<file path="config.mk">
export PLATFORM = sky130hd
export DESIGN_NAME = sub64_pipelined
export DESIGN_NICKNAME = d
export VERILOG_FILES = /design/src/rtl/sub64_pipelined.sv
export SDC_FILE = /design/constraint.sdc
export NUM_CORES = 1
export LEC_CHECK = 0
export CORE_UTILIZATION = 40
export CTS_BUF_LIST = sky130_fd_sc_hd__clkbuf_16
export DETAILED_ROUTE_END_ITERATION = 7
export PLACE_DENSITY_LB_ADDON = 0.3
export SLEW_MARGIN = 0
export SYNTH_ARGS = -nofsm -noshare
export SYNTH_HDL_FRONTEND = slang
export SYNTH_SLANG_ARGS = --single-unit
</file>
<file path="constraint.sdc">
create_clock -name clk -period 3.8 [get_ports clk]
set_input_delay 0.76 -clock clk [delete_from_list [all_inputs] [get_ports clk]]
set_output_delay 0.76 -clock clk [all_outputs]
set_load 0.01 [all_outputs]
</file>
<file path="src/rtl/sub64_pipelined.sv">
// Two-stage pipelined N-bit subtractor with valid/ready handshake.
// The low half is resolved in stage 1 and the high half in stage 2, so no borrow chain spans both halves in one cycle.
module sub64_pipelined #(
    parameter int N = 64
) (
    input  logic         clk,
    input  logic         rst_n,
    input  logic         in_valid,
    output logic         in_ready,
    input  logic [N-1:0] a,
    input  logic [N-1:0] b,
    input  logic         bin,
    output logic         out_valid,
    input  logic         out_ready,
    output logic [N-1:0] d,
    output logic         bout,
    output logic         ovf,
    output logic         zero
);

    localparam int H = N / 2;

    logic         s1_valid_r;
    logic [H-1:0] s1_dlo_r;
    logic [H-1:0] s1_ahi_r;
    logic [H-1:0] s1_bhi_r;
    logic         s1_brw_r;

    logic         s1_load_s;
    logic         s2_load_s;
    logic [H:0]   lo_s;
    logic [H:0]   hi_s;
    logic [N-1:0] d_s;
    logic         ovf_s;
    logic         zero_s;

    // Handshake: a stage may load when it is empty or its contents move on this cycle.
    always_comb begin
        s2_load_s = !out_valid || out_ready;
        s1_load_s = !s1_valid_r || s2_load_s;
        if (rst_n) begin
            in_ready = s1_load_s;
        end else begin
            in_ready = 1'b0;
        end
    end

    // Half-width subtractions; the extra MSB of each result is the borrow out of that half.
    always_comb begin
        lo_s   = {1'b0, a[H-1:0]} - {1'b0, b[H-1:0]} - {{H{1'b0}}, bin};
        hi_s   = {1'b0, s1_ahi_r} - {1'b0, s1_bhi_r} - {{H{1'b0}}, s1_brw_r};
        d_s    = {hi_s[H-1:0], s1_dlo_r};
        ovf_s  = (s1_ahi_r[H-1] != s1_bhi_r[H-1]) && (hi_s[H-1] != s1_ahi_r[H-1]);
        zero_s = (d_s == {N{1'b0}});
    end

    // Stage 1 registers: low difference, mid borrow and the untouched upper operand halves.
    always_ff @(posedge clk or negedge rst_n) begin
        if (!rst_n) begin
            s1_valid_r <= 1'b0;
            s1_dlo_r   <= {H{1'b0}};
            s1_ahi_r   <= {H{1'b0}};
            s1_bhi_r   <= {H{1'b0}};
            s1_brw_r   <= 1'b0;
        end else if (s1_load_s) begin
            s1_valid_r <= in_valid;
            if (in_valid) begin
                s1_dlo_r <= lo_s[H-1:0];
                s1_brw_r <= lo_s[H];
                s1_ahi_r <= a[N-1:H];
                s1_bhi_r <= b[N-1:H];
            end
        end
    end

    // Stage 2 registers drive the outputs directly; they only change when a valid result arrives.
    always_ff @(posedge clk or negedge rst_n) begin
        if (!rst_n) begin
            out_valid <= 1'b0;
            d         <= {N{1'b0}};
            bout      <= 1'b0;
            ovf       <= 1'b0;
            zero      <= 1'b0;
        end else if (s2_load_s) begin
            out_valid <= s1_valid_r;
            if (s1_valid_r) begin
                d    <= d_s;
                bout <= hi_s[H];
                ovf  <= ovf_s;
                zero <= zero_s;
            end
        end
    end

endmodule

</file>
After elaboration in Yosys (flattened, before gate mapping)

Index checks and enable logic that the tools add are counted.
Widths: inputs -> output; s select.

Add/sub/neg operators: 4
Muxes and demuxes: 1
Reduce and logical (&&, ||, !) cells: 8
Equal/unequal tests: 2

Operator list:

| cell              | count |
|---|---|
| $sub 32x32->33    | 2 |
| $sub 33x1->33     | 2 |
| $logic_not 64->1  | 1 |
| $reduce_and 2->1  | 2 |
| $logic_not 1->1   | 2 |
| $logic_or 1x1->1  | 2 |
| $ne 1x1->1        | 2 |
| $logic_and 1x1->1 | 1 |
| $mux 1            | 1 |

Logic and storage cells: 25
Bits in registers: 166

Longest topological paths before layout

Word-level depth: 4
Gate-level depth with buffers: 14

Least setup slack after synthesis

OpenSTA, ideal clock, no wires.

Path kind: input -> register
From: input b[0]
To: register s1_dlo_r[20]
Setup time: 133 ps
Path slack: 489 ps
Arrival: 3178 ps
Data required time: 3667 ps
Stages: 12
Buffers on the path: 0
Path through: inv_1 fa_1 fa_1 nand2b_1 a21o_1 a211o_1 and3_1 o21ai_0 a21oi_1 o41ai_1 xor2_1 o21ai_0

Cells in the longest elaborated chain, start to end: 2

RTL lines:

| item                 | RTL line | text |
|---|---|---|
| start, declared      | 11       | `input logic [N-1:0] b,` |
| $sub 32x32->33       | 50       | `lo_s = {1'b0, a[H-1:0]} - {1'b0, b[H-1:0]} - {{H{1'b0}}, bin};` |
| $sub 33x1->33        | 50       |  |
| end signal, assigned | 61       | `s1_dlo_r <= {H{1'b0}};` |
| end signal, assigned | 68       | `s1_dlo_r <= lo_s[H-1:0];` |
| end, declared        | 24       | `logic [H-1:0] s1_dlo_r;` |

Every way passes these cells.
A chain may end at the register's enable or synchronous reset.

Worst setup path after layout

From: register s1_ahi_r[0]
To: register zero

Cells in the longest elaborated chain, start to end: 3

RTL lines:

| item                   | RTL line | text |
|---|---|---|
| start, declared        | 25       | `logic [H-1:0] s1_ahi_r;` |
| start signal, assigned | 62       | `s1_ahi_r <= {H{1'b0}};` |
| start signal, assigned | 70       | `s1_ahi_r <= a[N-1:H];` |
| $sub 32x32->33         | 51       | `hi_s = {1'b0, s1_ahi_r} - {1'b0, s1_bhi_r} - {{H{1'b0}}, s1_brw_r};` |
| $sub 33x1->33          | 51       |  |
| $logic_not 64->1       | 54       | `zero_s = (d_s == {N{1'b0}});` |
| end signal, assigned   | 90       | `zero <= zero_s;` |
| end, declared          | 18       | `output logic zero` |

Every way passes these cells.

==> impl_results.md <==
- Outcome: finished clean
- CP max-delay cell: fa_1
- FFs w/ async S/R, synth: 1.00
- Final Hold Vio Count: 0
- Routability congestion estimate: 0.908
- First-pass GRT wire length: 45800 um
- Fmax: 0.279 GHz
- Seq/Total Area, Yosys: 0.369
- Fillers: 2581
- CP bufs+invs: 0
- Power Density: 585 mW/mm2
- Levels on crit path: 11
- Main synth FF type: dfrtp_1
- R2r startpoint: s1_ahi_r[0]$_DFFE_PN0P_
- Mapped Avg Cell Area: 8.83 um2
- WP data arrival: 3.94 ns
- Vias/cell: 4.91
- Final Total Pwr: 8.51 mW
- Cells after synthesis: 1275
- # IOs: 202
- Area grow syn2layout: 29.1%
- Clock H-tree levels: 4
- Leak: 6.95 nW
- IO Port Bufs: 201
- Hold-fix buffers, CTS: 0
- Critical Path Start Type: flip-flop
- DRC: 0
- Worst setup EP type: flip-flop
- Worst-margin pin slew: 0.903 ns
- Layout cells sized above 1: 0.108
- Post-CTS Setup Repair Bufs: 0
- Worst endpoint required time: 4.16 ns
- CP max stage delay: 0.49 ns
- Largest net degree at the start of global routing: 74
- Period utilization: 0.943
- Core Area: 0.0277 mm2
- Top cells by count, synth: nand2_1, inv_1, dfrtp_1
- Placed cells: 1858
- Ranking of synthesized cells by area: dfrtp_1, ha_1, nand2_1
- Yosys warning total: 0
- Post-detail-place hpwl: 21500 um
- Synth cell types: 68
- Dominant cell type by area after synthesis: dfrtp_1
- Final setup TNS: 0 ns
- Mapped Nets: 1536
- Critical Path, Cell by Cell: fa_1 > fa_1 > nand2b_4 > a2111oi_4 > or4b_4 > nand3_2 > o21ai_1 > nand3b_1 > a2111oi_2 > nand4b_1 > o21ai_1
- Slew Limit Fails: 0
- Yosys top cell area share: 0.369
- Synthesized area: 0.0113 mm2
- CP top delay family: compound AO/OA/AOI/OAI gates
- Longest Clk Path Bufs: 2
- Crit Reg-Reg Endpoint: zero$_DFFE_PN0P_
- Worst-path fanout max: 4
- Gr ovfl total: 0
- Final setup violation count: 0
- Clock Skews: 0.0148 ns
- Most common cell in the synthesized netlist: nand2_1
- Crit path kind: flip-flop to flip-flop
- Initial antenna violation count: 2
- Routed WL per cell: 14.6 um
- Max_cap viols: 0
- Num CTS Buffers: 17
- Number of cell rows: 61
- Sink Count: 166
- Final Non-Filler Cells: 1891
- Slew headroom: 0.398
- Max IR drop VDD: 335 uV
- Worst reg-to-reg path cell count: 11
- Number of global-route vias before repair: 9238
- Final Util: 0.525
- Die area: 0.0288 mm2
- Multi-input gate area: 0.00624 mm2
- Detailed Route Iter0 Violations: 415
- Die H: 170 um
- CTS clk-pin slew, worst paths: 0.08 ns
- R2R setup slack: 0.21 ns
- Register Area: 0.00415 mm2
- Floorplan die width: 170 um
- Path type of the worst min-delay path: primary input to async pin
- Worst-Skew Late Latency: 0.45 ns
- CTS tree: done
- PostCTS Resize Cnt: 0
- Clock Root Buffer: clkbuf_16
- Post-DRT Antenna Nets: 0
- Synth Register Bits: 166
- Number of synthesized flops with an enable pin: 0
- All-Layer GR Usage: 0.199
- RSZ-0062 raised after global routing: false
- Initial core utilization: 0.407
- Nets: 1760
- First-pass iteration count of the detailed router: 5
- Tmin final: 3.59 ns
- Via count: 9285
- Detailed Route WL: 27600 um
cell usage in the layout (no fill, tap or decap), types with 5 or more instances in the layout:
cell type        netlist  routed
a211o_1                5       5
a211oi_1              12      12
a21o_1                21      21
a21oi_1               53      53
a31oi_1                9       9
and2_1                 8       7
and3_1                 9       9
buf_4                  0      41
clkbuf_16              0      17
clkdlybuf4s50_1        0     200
dfrtp_1              166     166
ha_1                 124     124
inv_1                198     198
inv_8                  0       6
mux2_2                67      67
nand2_1              208     206
nand2b_1              11      11
nand3_1               12      12
nand3b_1               6       6
nand4_1               10      10
nor2_1                50      50
nor2b_1                6       6
nor3_1                12      12
nor4_1                11      11
o211ai_1              10      10
o21a_1                10      10
o21ai_0               80      80
o21bai_1               6       6
o31ai_1                8       8
or3_1                  8       8
xnor2_1               27      27
xor2_1                23      23
registers in the layout, indices dropped and copies added (netlist names):
name and flops:
s1_ahi_r 32, s1_bhi_r 32, s1_valid_r 1, ovf 1
bout 1, zero 1, s1_dlo_r 32, d 64
s1_brw_r 1, out_valid 1
worst register-to-register path: stages (launching register included):
cell and delay (ns):
dfrtp_1 0.40, fa_1 0.49, fa_1 0.41, nand2b_4 0.18, a2111oi_4 0.38, or4b_4 0.21
nand3_2 0.13, o21ai_1 0.33, nand3b_1 0.17, a2111oi_2 0.47, nand4b_1 0.17, o21ai_1 0.16
cell type report:
| class | instances | share of cell area |
|---|---|---|
| Sequential cell | 166 | 0.286 |
| Inverter | 198 | 0.0511 |
| Clock inverter | 15 | 0.0102 |
| Clock buffer | 17 | 0.0292 |
| Multi-Input combinational cell | 872 | 0.429 |
| Antenna cell | 1 | 0.000172 |
| Tap cell | 378 | 0.0325 |
| Timing Repair Buffer | 244 | 0.162 |
per-stage QoR:
step	hold slack, ns	worst slack (ns)	area, um2
detailed placement	0.463	-0.235	14000
finish	0.173	0.215	14500
CTS	0.169	0.214	14500
global route	0.175	0.000852	14500
floorplan	0.450	0.489	11300
global placement	0.458	-0.173	14000
logic make-up (layout without fill, tap and decap cells):
family,Yosys count,after routing,synth area share
AND/OR/NAND/NOR,369,369,0.150
AO/OA/AOI/OAI,256,256,0.149
buffers and inverters,237,474,0.0799
flip-flops,166,166,0.369
adder cells (fa/ha/maj),128,128,0.145
multiplexers,69,69,0.0688
XOR/XNOR,50,50,0.0389
other,0,1,0
worst max-delay path by stage:
stage / endpoint / startpoint / slack [ns]
2_1_floorplan: s1_dlo_r[20]$_DFFE_PN0P_ / b[0] / 0.49
3_3_place_gp: s1_dlo_r[25]$_DFFE_PN0P_ / b[0] / -0.17
3_5_place_dp: s1_dlo_r[25]$_DFFE_PN0P_ / b[0] / -0.24
4_1_cts: s1_dlo_r[31]$_DFFE_PN0P_ / b[0] / 0.21
5_1_grt: zero$_DFFE_PN0P_ / s1_ahi_r[0]$_DFFE_PN0P_ / 0.0009
6_report: zero$_DFFE_PN0P_ / s1_ahi_r[0]$_DFFE_PN0P_ / 0.21
where the power goes:
part / switching, mW / internal (mW)
Sequential: 0.341 / 2.26
Clock: 0.837 / 0.877
Combinational: 2.25 / 1.95
Total: 3.42 / 5.09
routing by layer:
layer,part of all wire,global-route usage,vias to the layer above
li1,-,-,4756
met1,0.48,0.266,4334
met2,0.47,0.336,176
met3,0.038,0.0350,17
met4,0.0085,0.0419,2
met5,0.00062,0,-
(Power assumes the default switching activity.)
==> patch, RTL diff (same flow settings) <==
Set the parameter `N` to 32 (it was 64).
--- a/src/rtl/sub64_pipelined.sv
+++ b/src/rtl/sub64_pipelined.sv
@@ -1,7 +1,7 @@
 // Two-stage pipelined N-bit subtractor with valid/ready handshake.
 // The low half is resolved in stage 1 and the high half in stage 2, so no borrow chain spans both halves in one cycle.
 module sub64_pipelined #(
-    parameter int N = 64
+    parameter int N = 32
 ) (
     input  logic         clk,
     input  logic         rst_n,
Interface: changed (resized a, b and d); port bits go from 202 to 106. No check against the original RTL was run, so the function may have changed too.
==> patch against the original RTL <==
Worst setup slack better by 0.10 ns. Sequential cell count down 80. Wire length decreased by 59%. Critical path depth stayed put. Synthesized area fell by 52%. Design area down 52%. Power shrank 53%. Sequential share of layout area rose by 2.1 points. Critical endpoint is now s1_brw_r$_DFFE_PN0P_. Largest power group unchanged.
==> patch: results (changes against the original RTL) <==
Wl on met1 - 5.19 mm (-61%)
Post-Syn Instances - 573 (-55%)
Vias per std cell - 4.95 (+0.84%)
Met2 Wirelength - 5.56 mm (-58%)
Post-synth top cells - 95 x inv_1, 86 x dfrtp_1, 61 x nand2_1
Vias in the first global route - 4,269 (-54%)
Max Used Layer - met4
Detailed-router iteration count before antenna repair - 4 (-1)
Iter 0 DRT Violations - 208 (-50%)
Arr. time, crit path - 3.70 ns (-0.24 ns)
Met3 Track Usage GR - 0.0354 (+0.000459)
Final nets - 816 (-54%)
Outcome - completed
Flop pwr share - 0.337 (+0.032)
FILL cells - 1,230 (-52%)
Ant diodes - 0 (-1)
Mapped Nets - 706 (-54%)
Largest net degree at the start of global routing - 49 (-34%)
Met1 usage - 0.222 (-0.0437)
Critical-path top delay cell - clkdlybuf4s50_1
Register area share after synthesis - 0.394 (+0.0254)
Fin crit period - 3.48 ns (-0.103 ns)
RePlAce Congestion - 0.799 (-12%)
Top cells by area, synth - dfrtp_1 39%, ha_1 14%, mux2_2 7.2%
TritonCTS buffer count - 9 (-8)
Met3 routed WL - 547 um (-48%)
Clk pwr share - 0.206 (+0.005)
Initial antenna violation count - 0 (-2)
Library cells used by synthesis - 56 (-18%)
Final clock skew - 0.00592 ns (-0.00887 ns)
First-pass GRT wire length - 19.8 mm (-57%)
Layout Cells excl Fill - 864 (-54%)
Critical Path Max Stage Delay - 0.45 ns (-0.04 ns)
Leak - 3.29 nW (-53%)
Worst vdd ir - 0.000223 V (-33%)
Post-Place Cells - 848 (-54%)
Layout cell share with drive strength beyond 1 - 0.110 (+0.00266)
Total Routing Usage GR - 0.175 (-0.0235)
Sw Share - 0.348 (-0.0543)
Clock latency on the worst-skew pair - 0.33 ns (-0.12 ns)
Placed Instance Area - 6730 um2 (-52%)
Total wire length - 11.4 mm (-59%)
Hold Crit Class - reg -> reg
Critical path fanouts, max - 3 (-1)
Max-slew headroom - 0.605 (+0.207)
Placed wire-length estimate - 9.07 mm (-58%)
IO buf count - 105 (-48%)
GR Layer Usage met2 - 0.300 (-0.0358)
R2r setup slk - 0.70 ns (+0.49 ns)
patch: cell types whose count changed in the layout (fill, tap and decap cells not counted), moves of 33 or more:
| cell | delta |
|---|---|
| nand2_1 | -146 |
| inv_1 | -102 |
| clkdlybuf4s50_1 | -96 |
| dfrtp_1 | -80 |
| ha_1 | -64 |
| a21oi_1 | -35 |
| nor2_1 | -33 |
patch: final cells by class:
type / instances / area, um2 / share of cell area
Sequential cell: 86 / 2150 / 0.307
Clock inverter: 7 / 56.3 / 0.00803
Clock buffer: 9 / 225 / 0.0321
Multi-Input combinational cell: 377 / 2890 / 0.412
Inverter: 96 / 360 / 0.0514
Timing Repair Buffer: 113 / 1110 / 0.158
Tap cell: 176 / 220 / 0.0314
patch: worst paths after layout:
check | cells past startpoint | end | start
setup reg to reg | 10 | zero$_DFFE_PN0P_ | s1_brw_r$_DFFE_PN0P_
max in group asynchronous | 3 | s1_dlo_r[14]$_DFFE_PN0P_ | rst_n
hold reg to reg | 2 | d[20]$_DFFE_PN0P_ | d[20]$_DFFE_PN0P_
min in group asynchronous | 2 | s1_ahi_r[6]$_DFFE_PN0P_ | rst_n
hold / removal | 2 | d[20]$_DFFE_PN0P_ | d[20]$_DFFE_PN0P_
setup / recovery | 11 | s1_brw_r$_DFFE_PN0P_ | b[0]
patch: kinds of logic after synthesis:
family                   count (synthesis)  synth area share
AND/OR/NAND/NOR                        137             0.121
AO/OA/AOI/OAI                          117             0.142
buffers and inverters                  110            0.0763
flip-flops                              86             0.394
adder cells (fa/ha/maj)                 64             0.152
multiplexers                            36            0.0740
XOR/XNOR                                23            0.0394
patch: critical path, delay by kind of cell:
kind                       cells  cell delay (ns)
adders and majority gates      2             0.84
and+or+nand+nor                3             0.40
AOI/OAI and AO/OA              4             1.20
buffers and inverters          2             0.50
